===== config.mk =====
export PLATFORM = sky130hd
export DESIGN_NAME = spart_rx_flat
export DESIGN_NICKNAME = d
export VERILOG_FILES = /design/src/rtl/spart_rx_if.sv /design/src/rtl/spart_rx.sv /design/src/flat_wrapper.sv
export SDC_FILE = /design/constraint.sdc
export NUM_CORES = 1
export LEC_CHECK = 0
export BUFFER_PORTS_ARGS = -buffer_cell sky130_fd_sc_hd__buf_2
export CAP_MARGIN = 20
export CELL_PAD_IN_SITES_DETAIL_PLACEMENT = 0
export CELL_PAD_IN_SITES_GLOBAL_PLACEMENT = 1
export CORE_ASPECT_RATIO = 0.5
export CORE_UTILIZATION = 49
export CTS_CLUSTER_SIZE = 30
export DETAILED_ROUTE_END_ITERATION = 6
export PLACE_DENSITY_LB_ADDON = 0.08
export SLEW_MARGIN = 40
export SYNTH_ARGS = -nofsm -noshare
export SYNTH_HDL_FRONTEND = slang
export SYNTH_SLANG_ARGS = --single-unit

===== constraint.sdc =====
create_clock -name clk -period 3.96 [get_ports clk]
set_input_delay 0.594 -clock clk [delete_from_list [all_inputs] [get_ports clk]]
set_output_delay 0.594 -clock clk [all_outputs]
set_load 0.02 [all_outputs]

===== src/rtl/spart_rx_if.sv =====
// rtl/spart_rx_if.sv - SPART receiver bus-side read interface (byte, status flags, read strobe)
interface spart_rx_if #(
  parameter int DATA_W = 8
) ();

  logic              rx_rd;
  logic [DATA_W-1:0] rx_data;
  logic              rda;
  logic              framing_err;
  logic              overrun;
  logic              parity_err;

  // Bus interface side: issues read strobes, observes byte and flags
  modport master (
    output rx_rd,
    input  rx_data,
    input  rda,
    input  framing_err,
    input  overrun,
    input  parity_err
  );

  // Receiver side: consumes read strobes, presents byte and flags
  modport slave (
    input  rx_rd,
    output rx_data,
    output rda,
    output framing_err,
    output overrun,
    output parity_err
  );

endinterface


===== src/rtl/spart_rx.sv =====
// rtl/spart_rx.sv - SPART 8N1 serial receiver, 16x oversampled; SPART_RX_PARITY_EN adds even parity (8E1)
module spart_rx #(
  parameter int DATA_W     = 8,
  parameter int OVERSAMPLE = 16
) (
  input  logic       clk,
  input  logic       rst,
  input  logic       enable,
  input  logic       rxd,
  spart_rx_if.slave  bus
);

  localparam int TW = $clog2(OVERSAMPLE);
  localparam int BW = $clog2(DATA_W + 1);

  localparam logic [TW-1:0] MID_TICK  = TW'(OVERSAMPLE / 2 - 1);
  localparam logic [TW-1:0] FULL_TICK = TW'(OVERSAMPLE - 1);
  localparam logic [BW-1:0] LAST_BIT  = BW'(DATA_W - 1);

`ifdef SPART_RX_PARITY_EN
  typedef enum logic [2:0] {IDLE, START, DATA, PARITY, STOP} state_t;
`else
  typedef enum logic [1:0] {IDLE, START, DATA, STOP} state_t;
`endif

  state_t            state;
  logic [TW-1:0]     tick_cnt;
  logic [BW-1:0]     bit_cnt;
  logic [DATA_W-1:0] shift;
  logic [DATA_W-1:0] data_q;
  logic              rda_q;
  logic              framing_q;
  logic              overrun_q;
`ifdef SPART_RX_PARITY_EN
  logic              par_bit;
  logic              parity_q;
`endif

  logic rxd_meta;
  logic rxd_sync;
  logic rxd_prev;
  logic fall;

  // Two-flop synchroniser plus one history flop for start-edge detection
  always_ff @(posedge clk or negedge rst) begin
    if (!rst) begin
      rxd_meta <= 1'b1;
      rxd_sync <= 1'b1;
      rxd_prev <= 1'b1;
    end else begin
      rxd_meta <= rxd;
      rxd_sync <= rxd_meta;
      rxd_prev <= rxd_sync;
    end
  end

  // A held-low line never looks like a fresh edge, so it cannot retrigger
  assign fall = rxd_prev & ~rxd_sync;

  // Frame FSM, shift register and bus-visible status, all registered together
  always_ff @(posedge clk or negedge rst) begin
    if (!rst) begin
      state     <= IDLE;
      tick_cnt  <= '0;
      bit_cnt   <= '0;
      shift     <= '0;
      data_q    <= '0;
      rda_q     <= 1'b0;
      framing_q <= 1'b0;
      overrun_q <= 1'b0;
`ifdef SPART_RX_PARITY_EN
      par_bit   <= 1'b0;
      parity_q  <= 1'b0;
`endif
    end else begin
      // A read only consumes when a byte is present; accept below overrides it
      if (bus.rx_rd && rda_q) begin
        rda_q     <= 1'b0;
        overrun_q <= 1'b0;
        framing_q <= 1'b0;
`ifdef SPART_RX_PARITY_EN
        parity_q  <= 1'b0;
`endif
      end

      case (state)
        IDLE: begin
          if (fall) begin
            state    <= START;
            tick_cnt <= '0;
            bit_cnt  <= '0;
          end
        end

        START: begin
          if (enable) begin
            if (tick_cnt == MID_TICK) begin
              tick_cnt <= '0;
              // Line back high at mid start bit means a glitch, not a frame
              state    <= rxd_sync ? IDLE : DATA;
            end else begin
              tick_cnt <= tick_cnt + 1'b1;
            end
          end
        end

        DATA: begin
          if (enable) begin
            if (tick_cnt == FULL_TICK) begin
              tick_cnt <= '0;
              shift    <= {rxd_sync, shift[DATA_W-1:1]};
              bit_cnt  <= bit_cnt + 1'b1;
              if (bit_cnt == LAST_BIT) begin
`ifdef SPART_RX_PARITY_EN
                state <= PARITY;
`else
                state <= STOP;
`endif
              end
            end else begin
              tick_cnt <= tick_cnt + 1'b1;
            end
          end
        end

`ifdef SPART_RX_PARITY_EN
        PARITY: begin
          if (enable) begin
            if (tick_cnt == FULL_TICK) begin
              tick_cnt <= '0;
              par_bit  <= rxd_sync;
              state    <= STOP;
            end else begin
              tick_cnt <= tick_cnt + 1'b1;
            end
          end
        end
`endif

        STOP: begin
          if (enable) begin
            if (tick_cnt == FULL_TICK) begin
              tick_cnt <= '0;
              // Back to IDLE at mid-stop so a start edge in the second half is caught
              state    <= IDLE;
              if (rxd_sync) begin
                data_q    <= shift;
                rda_q     <= 1'b1;
                framing_q <= 1'b0;
                if (rda_q && !bus.rx_rd) begin
                  overrun_q <= 1'b1;
                end
`ifdef SPART_RX_PARITY_EN
                parity_q  <= (^shift) != par_bit;
`endif
              end else begin
                framing_q <= 1'b1;
              end
            end else begin
              tick_cnt <= tick_cnt + 1'b1;
            end
          end
        end

        default: begin
          state    <= IDLE;
          tick_cnt <= '0;
        end
      endcase
    end
  end

  assign bus.rx_data     = data_q;
  assign bus.rda         = rda_q;
  assign bus.framing_err = framing_q;
  assign bus.overrun     = overrun_q;
`ifdef SPART_RX_PARITY_EN
  assign bus.parity_err  = parity_q;
`else
  assign bus.parity_err  = 1'b0;
`endif

endmodule


===== src/flat_wrapper.sv =====
// flat-port wrapper written by rule: the top's interface ports become plain ports
module spart_rx_flat 
#(
  parameter int DATA_W     = 8,
  parameter int OVERSAMPLE = 16
)
  (clk, rst, enable, rxd, bus_rx_rd, bus_rx_data, bus_rda, bus_framing_err, bus_overrun, bus_parity_err);
  spart_rx_if #(.DATA_W(DATA_W)) bus_i ();
  input  logic clk;
  input  logic rst;
  input  logic enable;
  input  logic rxd;
  input wire logic [$bits(bus_i.rx_rd)-1:0] bus_rx_rd;
  output wire logic [$bits(bus_i.rx_data)-1:0] bus_rx_data;
  output wire logic [$bits(bus_i.rda)-1:0] bus_rda;
  output wire logic [$bits(bus_i.framing_err)-1:0] bus_framing_err;
  output wire logic [$bits(bus_i.overrun)-1:0] bus_overrun;
  output wire logic [$bits(bus_i.parity_err)-1:0] bus_parity_err;
  assign bus_i.rx_rd = bus_rx_rd;
  assign bus_rx_data = bus_i.rx_data;
  assign bus_rda = bus_i.rda;
  assign bus_framing_err = bus_i.framing_err;
  assign bus_overrun = bus_i.overrun;
  assign bus_parity_err = bus_i.parity_err;
  spart_rx #(.DATA_W(DATA_W), .OVERSAMPLE(OVERSAMPLE)) u_core (.clk(clk), .rst(rst), .enable(enable), .rxd(rxd), .bus(bus_i));
endmodule

# Word level (Yosys, flattened, before mapping)
# Index checks and enable logic that the tools add are counted.
op_classes:
  n_addsub: 2
  eq_ne: 15
  n_mux: 35
  bitwise_logic: 2
  n_reduce_logical: 11
ops:
  columns: ["op", "n"]
  rows:
  - ["$mux W4", 7]
  - ["$mux W2", 9]
  - ["$mux W1", 16]
  - ["$ne A2 B1 Y1 const B", 6]
  - ["$pmux W4 S3", 1]
  - ["$add A4 B1 Y4 const B", 2]
  - ["$eq A4 B3 Y1 const B", 2]
  - ["$pmux W2 S4", 1]
  - ["$pmux W4 S2", 1]
  - ["$reduce_and A4 Y1", 2]
  - ["$reduce_and A8 Y1", 1]
  - ["$ne A2 B2 Y1 const B", 3]
  - ["$reduce_and A3 Y1", 2]
  - ["$eq A2 B2 Y1 const B", 2]
  - ["$eq A4 B4 Y1 const B", 1]
  - ["$eq A2 B1 Y1 const B", 1]
  - ["$logic_and A1 B1 Y1", 2]
  - ["$logic_not A2 Y1", 1]
  - ["$reduce_bool A2 Y1", 1]
  - ["$reduce_or A2 Y1", 1]
  - ["$and A1 B1 Y1", 1]
  - ["$logic_not A1 Y1", 1]
  - ["$not A1 Y1", 1]
word_totals:
  reg_bits: 32
  inputBits: 5
  output_inout_bits: 12
  word_cells: 76

# Depth between registers and ports, before layout
# Gate-level depths: netlist (run 1).
depth:
  ltp_word: 7
  depth_mapped: 5

# Least setup slack after synthesis (run 1)
# OpenSTA, ideal clock, no wires.
synth_path:
  path_type: "input-to-reg"
  start: "input enable"
  end: "register u_core.shift[0]"
  t_arrival_ns: 1.488
  required_ns: 3.835
  slack_ns: 2.347
  path_stages: 4
  n_path_buf: 1
  cell_sequence: "buf_6 > nand4_4 > nor3_4 > mux2_2"
synth_via:
  elab_chain_cells: 1
synth_lines:
  columns: ["item", "line", "rtl"]
  rows:
  - ["start: declaration", "flat_wrapper.sv:11", "input logic enable;"]
  - ["$reduce_and A3 Y1 (no source line)", null, null]
  - ["end signal: assignment", "spart_rx.sv:111", "shift <= {rxd_sync, shift[DATA_W-1:1]};"]
  - ["end: declaration", "spart_rx.sv:29", "logic [DATA_W-1:0] shift;"]
# No other way between the ends.
# A chain may end at the register's enable or synchronous reset.

# Final worst setup path (run 1)
layout_path:
  start: "register u_core.tick_cnt[0]"
  end: "register u_core.shift[4]"
layout_via:
  elab_chain_cells: 2
layout_lines:
  columns: ["item", "line", "rtl"]
  rows:
  - ["start: declaration", "spart_rx.sv:27", "logic [TW-1:0] tick_cnt;"]
  - ["start signal: assignment", "spart_rx.sv:102", "tick_cnt <= tick_cnt + 1'b1;"]
  - ["start signal: assignment", "spart_rx.sv:121", "tick_cnt <= tick_cnt + 1'b1;"]
  - ["start signal: assignment", "spart_rx.sv:160", "tick_cnt <= tick_cnt + 1'b1;"]
  - ["$eq A4 B4 Y1", "spart_rx.sv:109", "if (tick_cnt == FULL_TICK) begin"]
  - ["$reduce_and A3 Y1 (no source line)", null, null]
# No other way between the ends.

==> results of run 1 <==
[layer usage]
| metal | vias up | wire, um |
|---|---|---|
| met2 | 16 | 1090 |
| li1 | 457 | - |
| met1 | 455 | 1280 |
| met4 | 0 | 10 |
| met5 | - | 0 |
| met3 | 2 | 110 |
[area by class of cell]
| class | instances | area (um^2) |
|---|---|---|
| tap | 37 | 46.3 |
| clock buffer | 6 | 72.6 |
| inverter | 2 | 7.51 |
| fill | 240 | 1060 |
| multi-input combinational | 80 | 584 |
| timing repair buffer | 15 | 75.1 |
| sequential | 32 | 805 |
| clock inverter | 2 | 35.0 |
[per-stage QoR]
step | instance area [um^2] | worst slack [ps] | util | hold WS (ps) | total power [mW]
6_report | 1630 | 2170 | 0.606 | 358 | 0.920
5_1_grt | 1630 | 2060 | 0.606 | 363 | 0.975
4_1_cts | 1630 | 2180 | 0.606 | 361 | 0.926
3_5_place_dp | 1520 | 2100 | 0.566 | 351 | 0.621
3_3_place_gp | 1520 | 2150 | 0.566 | 347 | 0.617
2_1_floorplan | 1440 | 2350 | - | 298 | 0.585
[power breakdown]
group	total (mW)	switching (mW)	internal, mW
logic	0.156	0.0837	0.0719
clock network	0.305	0.118	0.187
registers	0.459	0.0822	0.377
total	0.920	0.284	0.636
[logic make-up (layout without fill, tap and decap cells)]
logic type               Yosys count  count (layout)  synth area share
XOR/XNOR                           1               1           0.00609
buffers and inverters              7              25            0.0348
flip-flops                        32              32             0.559
other                              1               1           0.00261
AO/OA/AOI/OAI                     20              20            0.0774
adder cells (fa/ha/maj)            2               2            0.0174
multiplexers                      19              19             0.147
AND/OR/NAND/NOR                   37              37             0.156
[flip-flops by register name, indices dropped and copies added, names as in the netlist, 4 cells and up, named ones only]
| signal | count |
|---|---|
| u_core.bit_cnt | 4 |
| u_core.bus.rx_data | 8 |
| u_core.shift | 8 |
| u_core.tick_cnt | 4 |
[critical path: stages (launching register included)]
cell and delay (ps):
dfrtp_1 390, ha_1 310, nand4_4 210, nor3_4 380, mux2_2 380
[cells in the final DEF, fill, tap and decap left out, types with 2 or more instances in the layout]
master    count
a21oi_1       9
buf_2        15
nand2_1      11
ha_1          2
dfstp_2       3
clkbuf_8      5
mux2_2       17
dfrtp_1      29
nor3_1        2
nor2b_1       2
nand3_1       6
inv_1         2
mux2i_1       2
o21ai_0       7
nand4_1       2
nor2_1        5
[worst paths after layout]
check                                   endpoint  cells past startpoint
setup / recovery                 u_core.shift[4]                      4
hold / removal             u_core.bus.rx_data[6]                      1
setup reg to reg                 u_core.shift[4]                      4
hold reg to reg                  u_core.rxd_sync                      0
max in group asynchronous     u_core.tick_cnt[0]                      1
min in group clk                 u_core.rxd_sync                      0
==> impl_metrics.toml, run 1 <==
[synth]
synth_area_per_cell_um2 = 12.1
post_synth_num_cell_types = 32
postSynthCellCount = 119
netlist_area_um2 = 1440
synthFlopType = "dfrtp_1"
ys_ff_latch = 32
yosysMostFrequentCell = "dfrtp_1"
synth_edf_count = 0
synth_top_area_share = 0.504
synth.net_count = 126
synth_top_area_cell = "dfrtp_1"
ys_seq_area_frac = 0.559
synth_area_leaders = "dfrtp_1 (50%), mux2_2 (13%), dfstp_2 (5.5%), a21oi_1 (3.1%), nand2_1 (2.9%)"
synth.top_cells.by_count = "dfrtp_1 (29), mux2_2 (17), nand2_1 (11)"
ys_warn_count = 0
async_flop_share = 1.00

[floorplan]
core_um2 = 2680
die_area_um2 = 3170
die_w_um = 78.6
io_pins = 17
rows = 13
die-height_um = 40.3
initial_utilization = 0.536

[drt]
drc = 0
postRouteWirelength_um = 2500
vias = 930
drtPass1Iterations = 4
postRouteAntennaNets = 0
first_iter_violations = 46
wl_per_cell_um = 14.4
via_per_inst = 5.34

[sta]
drv_slew = 0
period_minus_slack_ps = 1790
rsz0062_at_grt = "no"
hold_violations = 0
fin_skew_ps = 5.53
fmax_mhz = 560
setup_viol = 0
tightest_slew_ps = 696
final.period_utilization = 0.451
maxSlewHeadroom = 0.536
fin_setup_tns_ps = 0

[setup_path]
r2r_setup_slack_ps = 2170
cp-end-kind = "flip-flop"
timing.rr.start = "u_core.tick_cnt[0]"
startpoint_type = "flip-flop"
critPathRequiredTime_ps = 4120
crit_fanout = 8
crit_type = "flip-flop to flip-flop"
cp.arrival_ps = 1950
crit_path_start = "u_core.tick_cnt[0]"

[pwr]
leakage_nw = 0.779
p_per_area_nw_per_um2 = 566
ir_drop_mv = 0.265

[placed_design]
dp_cells = 166
routabilityCongestion = 0.705
port_buffers = 15
dp_hpwl_um = 1680

[global_route]
grt_use_total = 0.190
use_met1 = 0.248
grt_max_degree = 33
grt_use_met2 = 0.293
antenna_found_initial = 0
grt_overflow = 0
grt_pass1_vias = 857
grt_pass1_wl_um = 4200
met3_usage = 0.0750
top_usage_layer = "met2"

[clock_tree]
cts_inserted_buffers = 5
cts_hold_buf = 0
ctsRootBufferMaster = "clkbuf_8"
cts_sinks = 32
clock_latency_ps = 280
cts_resized = 0
cts_tree = "yes"
cts.htree.levels = 2
cts_setup_buffers = 0
clock_path_buffers = 2
cts.clk_slew.worst_paths_ps = 70

[run]
drv_cap = 0

[layout]
final_cells = 174
drive_gt1_frac = 0.336
n_antenna_cell = 0
nets = 143
syn2layout_area_growth_pct = 13.0

[run_status]
status = "finished clean"

[hold_path]
hp-class = "primary input to async pin"
(Power assumes the default switching activity.)
==> inputs of run 2 (changes only) <==
CORE_UTILIZATION = 45   (was 49)
clock period = 1.86 ns   (was 3.96 ns; I/O delays follow)
==> run 2 against run 1 <==
  * Cell area is 1.5% higher
  * Clock power increased by 83%
  * Combinational power rose to 2.5 times the previous value
  * Register-to-register slack worse by 2100 ps
  * Clock skew fell by 4.1 ps
==> impl_metrics.toml, run 2 (same netlist as run 1, synthesis figures left out) <==
[run_status]
status = "finished clean"

[clock_tree]
cts.htree.levels = 2
clock_latency_ps = 280
ctsRootBufferMaster = "clkbuf_8"
cts_resized = 0
cts_setup_buffers = 0
cts.clk_slew.worst_paths_ps = 70
clock_path_buffers = 2
cts_tree = "yes"
cts_inserted_buffers = 5
cts_sinks = 32

[layout]
syn2layout_area_growth_pct = 14.7
final_cells = 181
drive_gt1_frac = 0.348
mostFrequentLayoutCells = "dfrtp_1 (29), mux2_2 (17), buf_2 (14)"
fill_cells = 281
nets = 147
final_common_cell = "dfrtp_1"
n_antenna_cell = 0
final_util = 0.545

[drt]
postRouteWirelength_um = 2570
drc = 0
first_iter_violations = 38
via_per_inst = 5.30
wl_per_cell_um = 14.2
vias = 959
postRouteAntennaNets = 0
drtPass1Iterations = 4

[setup_path]
crit_type = "flip-flop to flip-flop"
slowest_delay_ps = 390
critPathSlowestCell = "mux2_2"
path_cells = "ha_1 -> nand4_4 -> nor3_4 -> mux2_2"
reg2reg_to = "u_core.shift[3]"
r2r_setup_slack_ps = 120
critPathRequiredTime_ps = 2030
ff2ff_path_depth = 4
cp.arrival_ps = 1910
crit_fanout = 8
timing.rr.start = "u_core.tick_cnt[0]"
cp-end-kind = "flip-flop"
startpoint_type = "flip-flop"
path_buf_inv = 0
cp_top_family = "simple AND/OR/NAND/NOR gates"

[global_route]
grt_pass1_vias = 943
grt_pass1_wl_um = 4420
grt_max_degree = 33
grt_overflow = 0
antenna_found_initial = 0
grt_use_total = 0.182

[sta]
fin_setup_tns_ps = 0
setup_viol = 0
drv_slew = 0
fin_skew_ps = 1.43
finalWorstSetupSlack_ps = 118
fmax_mhz = 574
final.period_utilization = 0.937
rsz0062_at_grt = "no"
period_minus_slack_ps = 1740
hold_violations = 0

[placed_design]
port_buffers = 15
dp_hpwl_um = 1800
routabilityCongestion = 0.730
dp_slack_ps = 118
dp_cells = 172

[floorplan]
io_pins = 17
rows = 14
core_um2 = 3030
die-height_um = 42.0
die_area_um2 = 3440
die_w_um = 82.0
initial_utilization = 0.475

[pwr]
p_sw_frac = 0.324
p_per_area_nw_per_um2 = 1160
p_sw_mw = 0.619
intPower_mw = 1.29
leakage_nw = 0.787
pwr-share-comb = 0.207
clockPowerShare = 0.293
finalPower_mw = 1.91
ir_drop_mv = 0.614
seq_power_share = 0.500

[run]
drv_cap = 0

[hold_path]
hold_end = "u_core.rxd_meta"
hp-start = "rxd"
min_path_cells = 1
hp-class = "primary input to flip-flop"
-- run 2: per-layer routing --
layer | wire [um] | track usage
met5 | 0 | 0
met4 | 28 | 0.0842
met3 | 106 | 0.0783
met2 | 1120 | 0.268
met1 | 1310 | 0.231
-- run 2: timing repair --
action                     4_1_cts  5_1_grt
setup endpoints to repair        0        0
hold endpoints to repair         0       29
hold buffers                     0        1
-- run 2: layout make-up --
class                           count  area (um^2)  area share
Inverter                            2         7.51     0.00455
Timing Repair Buffer               19          110      0.0667
Tap cell                           40         50.0      0.0303
Multi-Input combinational cell     80          584       0.354
Clock buffer                        7         86.3      0.0523
Sequential cell                    32          805       0.487
Clock inverter                      1         7.51     0.00455
-- run 2: metrics by stage --
stage	hold WS [ps]	area, um^2
2_1_floorplan	-16.6	1440
3_3_place_gp	346	1540
3_5_place_dp	347	1540
4_1_cts	65.1	1640
5_1_grt	74.2	1650
6_report	88.4	1650
-- run 2: how the worst max path moves through the flow --
stage	start	end	depth (start not counted)
floorplan	u_core.tick_cnt[0]	u_core.shift[0]	4
global placement	u_core.tick_cnt[0]	u_core.shift[0]	4
detailed placement	u_core.tick_cnt[0]	u_core.shift[3]	4
CTS	u_core.tick_cnt[0]	u_core.shift[3]	4
global route	u_core.tick_cnt[0]	u_core.shift[3]	4
finish	u_core.tick_cnt[0]	u_core.shift[3]	4
-- run 2: power groups by stage --
stage	logic, mW	registers, mW	clock network (mW)
6_report	0.395	0.956	0.559
5_1_grt	0.453	0.973	0.606
4_1_cts	0.398	0.954	0.577
3_5_place_dp	0.395	0.968	0
3_3_place_gp	0.388	0.964	0
2_1_floorplan	0.340	0.907	0
